==> src/rtl/apb_arb_pkg.sv <==
// ---------------------------------------------------------------------------
// apb_arb_pkg
// Shared types for the two-requester APB master arbiter.
//   state_e    : transfer FSM states (IDLE, SETUP, ACCESS, RESP)
//   cnt_width(): width of a counter that must hold 0..timeout_cycles
// ---------------------------------------------------------------------------
package apb_arb_pkg;

   typedef enum logic [1:0] {
      ST_IDLE   = 2'd0,
      ST_SETUP  = 2'd1,
      ST_ACCESS = 2'd2,
      ST_RESP   = 2'd3
   } state_e;

   function automatic int cnt_width(input int timeout_cycles);
      return $clog2(timeout_cycles + 1);
   endfunction

endpackage

==> src/rtl/rr_arbiter_2.sv <==
// ---------------------------------------------------------------------------
// rr_arbiter_2
// Combinational two-way round-robin pick.
//   valid0_i, valid1_i : request pending on requester 0 / 1
//   last_grant_i       : requester that owned the last completed transfer
//   winner_o           : selected requester index
//   any_valid_o        : at least one request pending
// A lone request wins outright; on a tie the requester that was not last
// granted wins.
// ---------------------------------------------------------------------------
module rr_arbiter_2 (
   input  logic valid0_i,
   input  logic valid1_i,
   input  logic last_grant_i,
   output logic winner_o,
   output logic any_valid_o
);

   always_comb begin
      any_valid_o = valid0_i | valid1_i;
      if (valid0_i && valid1_i) begin
         winner_o = ~last_grant_i;
      end else begin
         winner_o = valid1_i;
      end
   end

endmodule

==> src/rtl/apb_master_arbiter.sv <==
// ---------------------------------------------------------------------------
// apb_master_arbiter
// Shares one APB slave port between requester 0 (host) and requester 1
// (DMA/sequencer). Round-robin arbitration, APB SETUP/ACCESS sequencing,
// bounded PREADY wait, per-port response registers.
//   PCLK, PRESETn            : clock, synchronous active-low reset
//   REQn_VALID/WRITE/ADDR/WDATA, REQn_READY : request channel per requester
//   RSPn_VALID/RDATA/ERR     : one-cycle response pulse, data/err held
//   PSELx/PENABLE/PWRITE/PADDR/PWDATA, PRDATA/PREADY/PSLVERR : APB master
//   BUSY, GRANT              : status; DBG_STATE exposes the FSM state
// Handshake: a request transfers on a cycle where REQn_VALID && REQn_READY;
// READY is only ever raised in IDLE, for the arbitration winner, and the
// requester must hold VALID and payload stable until it sees READY.
// ---------------------------------------------------------------------------
module apb_master_arbiter
   import apb_arb_pkg::*;
#(
   parameter int ADDR_W         = 32,
   parameter int DATA_W         = 32,
   parameter int TIMEOUT_CYCLES = 16
) (
   input  logic              PCLK,
   input  logic              PRESETn,
   input  logic              REQ0_VALID,
   input  logic              REQ0_WRITE,
   input  logic [ADDR_W-1:0] REQ0_ADDR,
   input  logic [DATA_W-1:0] REQ0_WDATA,
   output logic              REQ0_READY,
   input  logic              REQ1_VALID,
   input  logic              REQ1_WRITE,
   input  logic [ADDR_W-1:0] REQ1_ADDR,
   input  logic [DATA_W-1:0] REQ1_WDATA,
   output logic              REQ1_READY,
   output logic              RSP0_VALID,
   output logic [DATA_W-1:0] RSP0_RDATA,
   output logic              RSP0_ERR,
   output logic              RSP1_VALID,
   output logic [DATA_W-1:0] RSP1_RDATA,
   output logic              RSP1_ERR,
   output logic              PSELx,
   output logic              PENABLE,
   output logic              PWRITE,
   output logic [ADDR_W-1:0] PADDR,
   output logic [DATA_W-1:0] PWDATA,
   input  logic [DATA_W-1:0] PRDATA,
   input  logic              PREADY,
   input  logic              PSLVERR,
   output logic              BUSY,
   output logic              GRANT,
   output logic [1:0]        DBG_STATE
);

   localparam int CNT_W = cnt_width(TIMEOUT_CYCLES);
   localparam logic [CNT_W-1:0] LAST_WAIT = CNT_W'(TIMEOUT_CYCLES - 1);

   state_e              state_q, state_d;
   logic [CNT_W-1:0]    wait_cnt_q, wait_cnt_d;
   logic                pwrite_q, pwrite_d;
   logic [ADDR_W-1:0]   paddr_q, paddr_d;
   logic [DATA_W-1:0]   pwdata_q, pwdata_d;
   logic                grant_q, grant_d;
   logic                last_grant_q, last_grant_d;
   logic [DATA_W-1:0]   rsp0_rdata_q, rsp0_rdata_d, rsp1_rdata_q, rsp1_rdata_d;
   logic                rsp0_err_q, rsp0_err_d, rsp1_err_q, rsp1_err_d;
   logic                winner, any_valid;
   logic                done;
   logic [DATA_W-1:0]   cap_rdata;
   logic                cap_err;

   rr_arbiter_2 u_arb (
      .valid0_i     (REQ0_VALID),
      .valid1_i     (REQ1_VALID),
      .last_grant_i (last_grant_q),
      .winner_o     (winner),
      .any_valid_o  (any_valid)
   );

   always_comb begin
      state_d      = state_q;
      wait_cnt_d   = wait_cnt_q;
      pwrite_d     = pwrite_q;
      paddr_d      = paddr_q;
      pwdata_d     = pwdata_q;
      grant_d      = grant_q;
      last_grant_d = last_grant_q;
      rsp0_rdata_d = rsp0_rdata_q;
      rsp1_rdata_d = rsp1_rdata_q;
      rsp0_err_d   = rsp0_err_q;
      rsp1_err_d   = rsp1_err_q;
      done         = 1'b0;
      cap_rdata    = '0;
      cap_err      = 1'b0;

      case (state_q)
         ST_IDLE: begin
            if (any_valid) begin
               pwrite_d = winner ? REQ1_WRITE : REQ0_WRITE;
               paddr_d  = winner ? REQ1_ADDR  : REQ0_ADDR;
               pwdata_d = winner ? REQ1_WDATA : REQ0_WDATA;
               grant_d  = winner;
               state_d  = ST_SETUP;
            end
         end
         ST_SETUP: begin
            wait_cnt_d = '0;
            state_d    = ST_ACCESS;
         end
         ST_ACCESS: begin
            // PREADY on the last allowed cycle is a normal completion.
            if (PREADY) begin
               done      = 1'b1;
               cap_rdata = pwrite_q ? '0 : PRDATA;
               cap_err   = PSLVERR;
            end else if (wait_cnt_q == LAST_WAIT) begin
               done      = 1'b1;
               cap_err   = 1'b1;
            end else begin
               wait_cnt_d = wait_cnt_q + 1'b1;
            end
            if (done) begin
               state_d = ST_RESP;
               if (grant_q) begin
                  rsp1_rdata_d = cap_rdata;
                  rsp1_err_d   = cap_err;
               end else begin
                  rsp0_rdata_d = cap_rdata;
                  rsp0_err_d   = cap_err;
               end
            end
         end
         ST_RESP: begin
            last_grant_d = grant_q;
            state_d      = ST_IDLE;
         end
         default: state_d = ST_IDLE;
      endcase
   end

   always_ff @(posedge PCLK) begin
      if (!PRESETn) begin
         state_q      <= ST_IDLE;
         wait_cnt_q   <= '0;
         pwrite_q     <= 1'b0;
         paddr_q      <= '0;
         pwdata_q     <= '0;
         grant_q      <= 1'b0;
         last_grant_q <= 1'b1;
         rsp0_rdata_q <= '0;
         rsp1_rdata_q <= '0;
         rsp0_err_q   <= 1'b0;
         rsp1_err_q   <= 1'b0;
      end else begin
         state_q      <= state_d;
         wait_cnt_q   <= wait_cnt_d;
         pwrite_q     <= pwrite_d;
         paddr_q      <= paddr_d;
         pwdata_q     <= pwdata_d;
         grant_q      <= grant_d;
         last_grant_q <= last_grant_d;
         rsp0_rdata_q <= rsp0_rdata_d;
         rsp1_rdata_q <= rsp1_rdata_d;
         rsp0_err_q   <= rsp0_err_d;
         rsp1_err_q   <= rsp1_err_d;
      end
   end

   // READY is masked while reset is asserted: the FSM will not take the
   // request on that edge, so advertising acceptance would lose it.
   assign REQ0_READY = PRESETn && (state_q == ST_IDLE) && !winner && REQ0_VALID;
   assign REQ1_READY = PRESETn && (state_q == ST_IDLE) &&  winner && REQ1_VALID;

   assign PSELx      = (state_q == ST_SETUP) || (state_q == ST_ACCESS);
   assign PENABLE    = (state_q == ST_ACCESS);
   assign PWRITE     = pwrite_q;
   assign PADDR      = paddr_q;
   assign PWDATA     = pwdata_q;
   assign RSP0_VALID = (state_q == ST_RESP) && !grant_q;
   assign RSP1_VALID = (state_q == ST_RESP) &&  grant_q;
   assign RSP0_RDATA = rsp0_rdata_q;
   assign RSP1_RDATA = rsp1_rdata_q;
   assign RSP0_ERR   = rsp0_err_q;
   assign RSP1_ERR   = rsp1_err_q;
   assign BUSY       = (state_q != ST_IDLE);
   assign GRANT      = grant_q;
   assign DBG_STATE  = state_q;

endmodule
==> config.mk <==
export PLATFORM = sky130hd
export DESIGN_NAME = apb_master_arbiter
export DESIGN_NICKNAME = d
export VERILOG_FILES = /design/src/rtl/apb_arb_pkg.sv /design/src/rtl/rr_arbiter_2.sv /design/src/rtl/apb_master_arbiter.sv
export SDC_FILE = /design/constraint.sdc
export NUM_CORES = 1
export LEC_CHECK = 0
export CAP_MARGIN = 5
export CORE_MARGIN = 2
export CORE_UTILIZATION = 40
export CTS_CLUSTER_DIAMETER = 200
export DETAILED_ROUTE_END_ITERATION = 16
export PLACE_DENSITY = 0.86
export SLEW_MARGIN = 20
export SYNTH_ARGS = -nofsm -noshare
export SYNTH_HDL_FRONTEND = slang
export SYNTH_SLANG_ARGS = --single-unit
export TNS_END_PERCENT = 50
==> constraint.sdc <==
create_clock -name PCLK -period 2.4 [get_ports PCLK]
set_input_delay 0.24 -clock PCLK [delete_from_list [all_inputs] [get_ports PCLK]]
set_output_delay 0.24 -clock PCLK [all_outputs]
set_load 0.05 [all_outputs]
Word level (Yosys, flattened, before mapping)
Index checks and enable logic that the tools add are counted.
{"block": "totals", "out_inout_bits": 141, "elab_cells": 58, "in_bits": 168, "reg_bits": 140}
{"block": "op_classes", "muxes": 16, "n_bitwise": 3, "eq_ne": 8, "reduce_logical": 19, "n_addsub": 1}
{"cell": "$mux W32", "n": 4}
{"cell": "$mux W5", "n": 2}
{"cell": "$pmux W5 S2", "n": 1}
{"cell": "$reduce_and A3 Y1", "n": 3}
{"cell": "$logic_and A1 B1 Y1", "n": 8}
{"cell": "$pmux W2 S4", "n": 1}
{"cell": "$mux W1", "n": 6}
{"cell": "$ne A2 B2 Y1 const B", "n": 3}
{"cell": "$add A5 B1 Y5 const B", "n": 1}
{"cell": "$eq A5 B4 Y1 const B", "n": 1}
{"cell": "$eq A2 B2 Y1 const B", "n": 2}
{"cell": "$mux W2", "n": 2}
{"cell": "$reduce_and A2 Y1", "n": 2}
{"cell": "$reduce_bool A2 Y1", "n": 2}
{"cell": "$eq A2 B1 Y1 const B", "n": 1}
{"cell": "$logic_not A1 Y1", "n": 2}
{"cell": "$logic_not A2 Y1", "n": 1}
{"cell": "$ne A2 B1 Y1 const B", "n": 1}
{"cell": "$not A1 Y1", "n": 2}
{"cell": "$logic_or A1 B1 Y1", "n": 1}
{"cell": "$or A1 B1 Y1", "n": 1}

Longest topological paths before layout
Gate-level depths: netlist of run 1.
{"block": "depth", "depth_word": 6, "mapped_depth": 8, "mapped_depth_nobuf": 6}

Hierarchy
From an unflattened synthesis of run 1, not the netlist that was laid out.
{"block": "unflattened", "hier_cells": 643, "hier_area_um2": 5943.2}
{"module": "apb_master_arbiter", "area_each_um2": 5929.4, "cells_each": 641, "seq_area_each_um2": 2802.7, "instances": 1}
{"module": "rr_arbiter_2", "area_each_um2": 13.8, "cells_each": 2, "seq_area_each_um2": 0.0, "instances": 1}

Least setup slack after synthesis of run 1
No wires, ideal clock.
{"block": "synth_timing", "kind": "reg2reg", "from": "reg state_q[1] (netlist: DBG_STATE[1])", "to": "reg rsp0_rdata_q[11] (netlist: RSP0_RDATA[11])", "path_slack_ns": 0.115, "arrival_ns": 2.214, "required_time_ns": 2.328, "setup_time_ns": 0.072, "n_path_buf": 2, "stages_incl_launch_ff": 7, "synth_period_minus_slack_ns": 2.285, "path_cell_list": "dfxtp_1 -> ha_1 -> buf_2 -> o21ai_2 -> nor2_4 -> buf_2 -> mux2i_1"}
{"block": "synth_via", "elab_chain_cells": 2}
{"element": "from (decl)", "line_no": "apb_master_arbiter.sv:56", "rtl": "state_e state_q, state_d;"}
{"element": "from (signal assigned)", "line_no": "apb_master_arbiter.sv:153", "rtl": "state_q <= state_d;"}
{"element": "$eq A2 B2 Y1"}
{"element": "net PENABLE", "line_no": "apb_master_arbiter.sv:41", "rtl": "output logic PENABLE,"}
{"element": "$reduce_and A3 Y1 (no line)"}
{"element": "to (signal assigned)", "line_no": "apb_master_arbiter.sv:160", "rtl": "rsp0_rdata_q <= rsp0_rdata_d;"}
{"element": "to (decl)", "line_no": "apb_master_arbiter.sv:63", "rtl": "logic [DATA_W-1:0] rsp0_rdata_q, rsp0_rdata_d, rsp1_rdata_q, rsp1_rdata_d;"}
The timed path passes the listed nets, and every way through them passes these cells.
A chain may end at the register's enable or synchronous reset.

Worst setup path in the final report of run 1
{"block": "layout_timing", "from": "reg state_q[1] (netlist: DBG_STATE[1])", "to": "out RSP1_VALID"}
{"block": "layout_via", "elab_chain_cells": 2}
{"element": "$eq A2 B2 Y1", "line_no": "apb_master_arbiter.sv:178", "rtl": "assign RSP1_VALID = (state_q == ST_RESP) && grant_q;"}
{"element": "$logic_and A1 B1 Y1", "line_no": "apb_master_arbiter.sv:178"}
{"element": "to (decl)", "line_no": "apb_master_arbiter.sv:37", "rtl": "output logic RSP1_VALID,"}
Every way passes these cells.

==> results of run 1 <==
[per-layer routing]
layer / wire length, um / track usage, % / share of wire (%) / vias up
met5: 0 / 0 / 0 / -
met4: 542 / 9.93 / 2.9 / 0
met3: 1420 / 7.00 / 7.5 / 38
met2: 9120 / 40.1 / 48 / 259
met1: 7860 / 28.6 / 41 / 2607
li1: - / - / - / 2820
[per-stage QoR]
stage	total power [mW]	area, um2	util, %	setup WS [ps]
finish	9.58	9630	66.7	194
global route	10.0	9630	66.7	80.6
CTS	9.63	9620	66.7	10.7
detailed placement	7.10	9060	62.8	386
global placement	7.06	9060	62.8	456
floorplan	5.64	5850	-	115
[worst paths after layout]
| check | startpoint | to | depth (start not counted) |
|---|---|---|---|
| worst max register to register | wait_cnt_q[0]$_SDFFE_PN0P_ | RSP0_ERR$_SDFFE_PN0P_ | 7 |
| worst max-delay path | DBG_STATE[1]$_SDFFE_PN0P_ | RSP1_VALID | 3 |
| worst min register to register | RSP1_RDATA[8]$_SDFFE_PN0P_ | RSP1_RDATA[8]$_SDFFE_PN0P_ | 2 |
| worst min-delay path | PRESETn | PADDR[27]$_SDFFE_PN0P_ | 3 |
[flip-flops by register name, summed over array words and instances, names as in the netlist]
signal,flops
DBG_STATE,2
GRANT,1
PADDR,32
PWDATA,32
PWRITE,1
RSP0_ERR,1
RSP0_RDATA,32
RSP1_ERR,1
RSP1_RDATA,32
last_grant_q,1
wait_cnt_q,5
[tightest hold or removal path, delay by kind of cell]
kind                   cells  cell delay [ps]
buffers and inverters      1              230
AOI/OAI and AO/OA          2              160
[cells by family after synthesis]
group / Yosys count / share of synthesized area, %
AOI/OAI and AO/OA: 185 / 16.8
DFF: 140 / 47.9
and+or+nand+nor: 154 / 11.7
buffers and inverters: 65 / 5.82
muxes: 97 / 16.6
adders and majority gates: 5 / 1.07
[power groups by stage]
stage	Combinational [mW]	Sequential (mW)	Clock, mW
after global placement	4.04	3.02	0
after CTS	4.11	2.99	2.53
after floorplan	1.24	4.40	0
after global routing	4.30	3.04	2.67
after detailed placement	4.09	3.01	0
final	4.10	2.99	2.49
[what timing repair did]
| item | CTS | global route |
|---|---|---|
| hold buffers | 0 | 0 |
| endpoints found under the setup margin | 0 | 3 |
| resized for setup | 0 | 3 |
[cell usage after synthesis, drive strengths merged]
cell type	instances
and3	2
nand3	34
o21ai	101
a21oi	67
a22oi	1
a21boi	4
buf	39
dfxtp	140
nor3b	2
o211ai	1
a211o	1
o211a	3
nor2	9
a311oi	1
or3b	2
o22ai	1
nand4	1
clkbuf	18
nand2	97
a41o	1
inv	8
and3b	1
nand4bb	1
mux2i	97
nand4b	2
ha	5
o21a	4
nand3b	2
and2	1
[layout make-up]
type | instances | share of cell area (%)
Timing Repair Buffer | 321 | 34.1
Tap cell | 184 | 2.39
Multi-Input combinational cell | 441 | 28.3
Inverter | 8 | 0.312
Sequential cell | 140 | 29.1
Clock inverter | 14 | 1.22
Antenna cell | 1 | 0.0260
Clock buffer | 18 | 4.56
==> flow_summary.ini, run 1 <==
[status]
status = complete, no violations

[synth]
synth.largest_area_cell = dfxtp_1
synth.distinct_cells = 37
netlist.area_leader.share_pct = 47.9
synth_seq_area_share_pct = 47.9
synth_nets = 819
syn-instance-count = 646
syn-cell-area_mm2 = 0.00585
synth_area_per_cell_um2 = 9.05
synth.area.top_cells = dfxtp_1 48%, mux2i_1 17%, nand2_1 6.2%
ys_ff_latch = 140
ys_warn_count = 0

[setup_path]
worstPathCellList = ha_1 -> and2_1 -> clkdlybuf4s50_1
cp_data_arrival_time_ps = 1970
slowest_delay_ps = 820
critPathKind = register to primary output
worst_setup_path_start_kind = register
crit_buf_inv = 1
cp_max_fo = 5
crit_slowest_cell = clkdlybuf4s50_1
r2r_slack_ps = 540
cp.required_ps = 2160
end_kind = primary output
critical_path.top_delay_family = buffers and inverters

[clocking]
cts_made_buffers = 17
cts_tree = done
clk_pin_slew_ps = 60
cts_sinks = 140
insertion_delay_ps = 420
htreeDepth = 4
clk_path_buf_depth = 2
cts_root_buffer = clkbuf_16
post_cts_buffers = 0

[finish]
final_common_cell = clkdlybuf4s50_1
syn_to_final_growth_pct = 64.7
final_cell_mix = 302 x clkdlybuf4s50_1, 140 x dfxtp_1, 97 x mux2i_1, 97 x nand2_1, 70 x o21ai_0
seq_area_mm2 = 0.00280
fillCellCount = 1158
layout.cells.non_filler = 1127
drive_gt1_share_pct = 5.73
multiInputGateArea_mm2 = 0.00272
nets = 1102

[power]
power_switching_mw = 3.93
power.clock.fraction_pct = 26.0
p_int_mw = 5.64
combPwrFrac_pct = 42.8
ir_drop_uv = 697
p_leak_nw = 3.56
swShare_pct = 41.1
seq_power_share_pct = 31.2
p_per_area_mw_per_mm2 = 995

[placement]
dpl.cell_count = 1094
gp_congestion = 0.882
dp_hpwl_um = 13500
portBuffers = 308

[timing]
worst_pin_slew_ps = 584
hold_viol = 0
rsz0062_at_grt = false
skew_ps = 5.86
timing.fmax_mhz = 453
layout_min_cycle_time_ps = 2210
drv_slew = 0
slew_headroom_pct = 61.0
setup_tns_ps = 0
setup_viol_count_final = 0
post-route-period-util_pct = 91.9
hold_ws_ps = 271

[detailed_routing]
dr.pass1.iters = 4
postRouteWirelength_um = 18900
antenna_left = 0
vias = 5724
drc = 0
vias_per_cell = 5.08
wl_per_cell_um = 16.8
drt-initial-drc-count = 337

[floorplanning]
floorplan.initialDensity_pct = 40.5
coreArea_mm2 = 0.0144
rows = 44
fp.dieH_um = 125
die-area_mm2 = 0.0156
die_w_um = 125
ios = 309

[global_routing]
gr-usage-all-layers_pct = 23.9
grt_pass1_vias = 5696
grt_antenna_before_repair = 1
grt_first_pass_wirelength_um = 29700
gr-total-overflow = 0
grt_max_degree = 80

[job]
max_cap_viol_count = 0

[hold_path]
min_path_type = input port to register
Note: power is estimated with default switching activity, not from simulation.
==> run 2: changes to the inputs <==
--- a/config.mk
+++ b/config.mk
@@ -6,11 +6,13 @@
 export NUM_CORES = 1
 export LEC_CHECK = 0
 export CAP_MARGIN = 5
+export CELL_PAD_IN_SITES_DETAIL_PLACEMENT = 1
+export CELL_PAD_IN_SITES_GLOBAL_PLACEMENT = 1
 export CORE_MARGIN = 2
-export CORE_UTILIZATION = 40
+export CORE_UTILIZATION = 28
 export CTS_CLUSTER_DIAMETER = 200
 export DETAILED_ROUTE_END_ITERATION = 16
-export PLACE_DENSITY = 0.86
+export PLACE_DENSITY = 0.85
 export SLEW_MARGIN = 20
 export SYNTH_ARGS = -nofsm -noshare
 export SYNTH_HDL_FRONTEND = slang
==> run 2 against run 1 <==
  * Sequential power is essentially flat
  * Cell count grew 8.3%
  * Via count grew 1.9%
  * Register-to-register slack lost 150 ps
  * Critical path type unchanged
  * Worst setup slack lost 44 ps
  * Fmax shrank 2.0%
==> flow_summary.ini, run 2 (synthesis gave the netlist of run 1 again) <==
[status]
status = complete, no violations

[floorplanning]
floorplan.initialDensity_pct = 28.7
fp.dieH_um = 148
die_w_um = 148
ios = 309
die-area_mm2 = 0.0220
coreArea_mm2 = 0.0204
rows = 52

[clocking]
cts_sinks = 140
cts_root_buffer = clkbuf_16
insertion_delay_ps = 420
clk_path_buf_depth = 2
cts_made_buffers = 17
htreeDepth = 4
clk_pin_slew_ps = 60
cts_tree = done
post_cts_buffers = 0

[setup_path]
r2r_start = wait_cnt_q[0]$_SDFFE_PN0P_
cp_max_fo = 5
worst_setup_path_start_kind = register
cp.required_ps = 2160
r2r_slack_ps = 390
end_kind = primary output
crit_buf_inv = 1
r2r.worst_path.cells = 7
critical_path.top_delay_family = buffers and inverters
cp_data_arrival_time_ps = 2010
worstPathCellList = ha_1 -> and2_1 -> clkdlybuf4s50_1
critPathKind = register to primary output
rr_endpoint = RSP1_RDATA[2]$_SDFFE_PN0P_
crit_slowest_cell = clkdlybuf4s50_1
slowest_delay_ps = 820

[power]
p_per_area_mw_per_mm2 = 1010
p_leak_nw = 3.56
ir_drop_uv = 588
power_mw = 9.92

[placement]
dpl.cell_count = 1187
portBuffers = 308
gp_congestion = 0.775
dp_hpwl_um = 15600

[detailed_routing]
postRouteWirelength_um = 21500
drc = 0
vias = 5831
antenna_left = 0
wl_per_cell_um = 17.6
dr.pass1.iters = 4
vias_per_cell = 4.78
drt-initial-drc-count = 195

[global_routing]
gr-usage-all-layers_pct = 19.5
gr-total-overflow = 0
grt_pass1_vias = 6196
grt_first_pass_wirelength_um = 33500
grt_antenna_before_repair = 2
grt_max_degree = 125

[hold_path]
min_path_type = input port to register
hold_path.startpoint = PRDATA[3]
hold_end = RSP1_RDATA[3]$_SDFFE_PN0P_
hold_depth = 3

[timing]
post-route-period-util_pct = 93.7
rsz0062_at_grt = false
skew_ps = 8.34
worst_pin_slew_ps = 582
drv_slew = 0
setup_tns_ps = 0
timing.fmax_mhz = 444
layout_min_cycle_time_ps = 2250
hold_viol = 0
setup_viol_count_final = 0
slew_headroom_pct = 61.1

[finish]
final_cell_mix = 304 x clkdlybuf4s50_1, 140 x dfxtp_1, 97 x mux2i_1, 97 x nand2_1, 70 x o21ai_0
drive_gt1_share_pct = 6.22
nets = 1109
final_common_cell = clkdlybuf4s50_1
syn_to_final_growth_pct = 67.9
layout.cells.non_filler = 1221

[job]
max_cap_viol_count = 0
run 2: cell count changes in the layout (fill, tap and decap cells not counted), sizes merged, moves of 2 or more:
cell and delta:
clkdlybuf4s50 +2, clkinv -4, buf +7, dlymetal6s2s -2, clkinvlp +2, bufinv +2
run 2: through the flow:
stage	setup WS, ps	cell area, um2	util, %	hold slack [ps]
2_1_floorplan	115	5850	-	370
3_3_place_gp	464	9210	45.2	435
3_5_place_dp	392	9210	45.2	442
4_1_cts	60.9	9810	48.2	381
5_1_grt	29.2	9810	48.2	407
6_report	150	9810	48.2	401
run 2: worst max-delay path by stage:
| stage | startpoint | endpoint | slack, ps | depth (start not counted) |
|---|---|---|---|---|
| detailed placement | REQ1_VALID | PWDATA[31]$_SDFFE_PN0P_ | 390 | 6 |
| CTS | DBG_STATE[1]$_SDFFE_PN0P_ | BUSY | 60 | 4 |
| global route | DBG_STATE[1]$_SDFFE_PN0P_ | RSP1_VALID | 30 | 3 |
| floorplan | DBG_STATE[1]$_SDFFE_PN0P_ | RSP0_RDATA[11]$_SDFFE_PN0P_ | 110 | 6 |
| finish | DBG_STATE[1]$_SDFFE_PN0P_ | RSP1_VALID | 150 | 3 |
| global placement | REQ1_VALID | PADDR[8]$_SDFFE_PN0P_ | 460 | 6 |
run 2: worst reg2reg max path, delay by kind of cell (launching register included):
kind                       cells  cell delay (ps)
and+or+nand+nor                2              280
buffers and inverters          1              270
AOI/OAI and AO/OA              2              500
DFF                            1              390
adders and majority gates      2              480
run 2: area by class of cell:
| cell class | instances | area, um2 |
|---|---|---|
| repair buffers | 328 | 3320 |
| well taps | 270 | 338 |
| multi-input cells | 441 | 2720 |
| inverters | 8 | 30.0 |
| fillers | 2304 | 10600 |
| flip-flops and latches | 140 | 2800 |
| clock inverters | 13 | 168 |
| clock buffers | 19 | 433 |
| diodes | 2 | 5.00 |
run 2: layer usage:
metal	part of all wire (%)	GRT usage, %
met5	0	0
met4	2.3	6.71
met3	8.9	7.67
met2	48	33.3
met1	41	22.3
run 2: repair_timing:
item | 4_1_cts | 5_1_grt
setup endpoints to repair | 0 | 1
hold buffers | 0 | 0
resized for setup | 0 | 1
run 2: power by group:
part	switching, mW	internal, mW	leakage [nW]	total [mW]
registers	0.240	2.75	1.15	2.99
clock network	1.07	1.64	0.288	2.71
logic	2.74	1.49	2.13	4.22
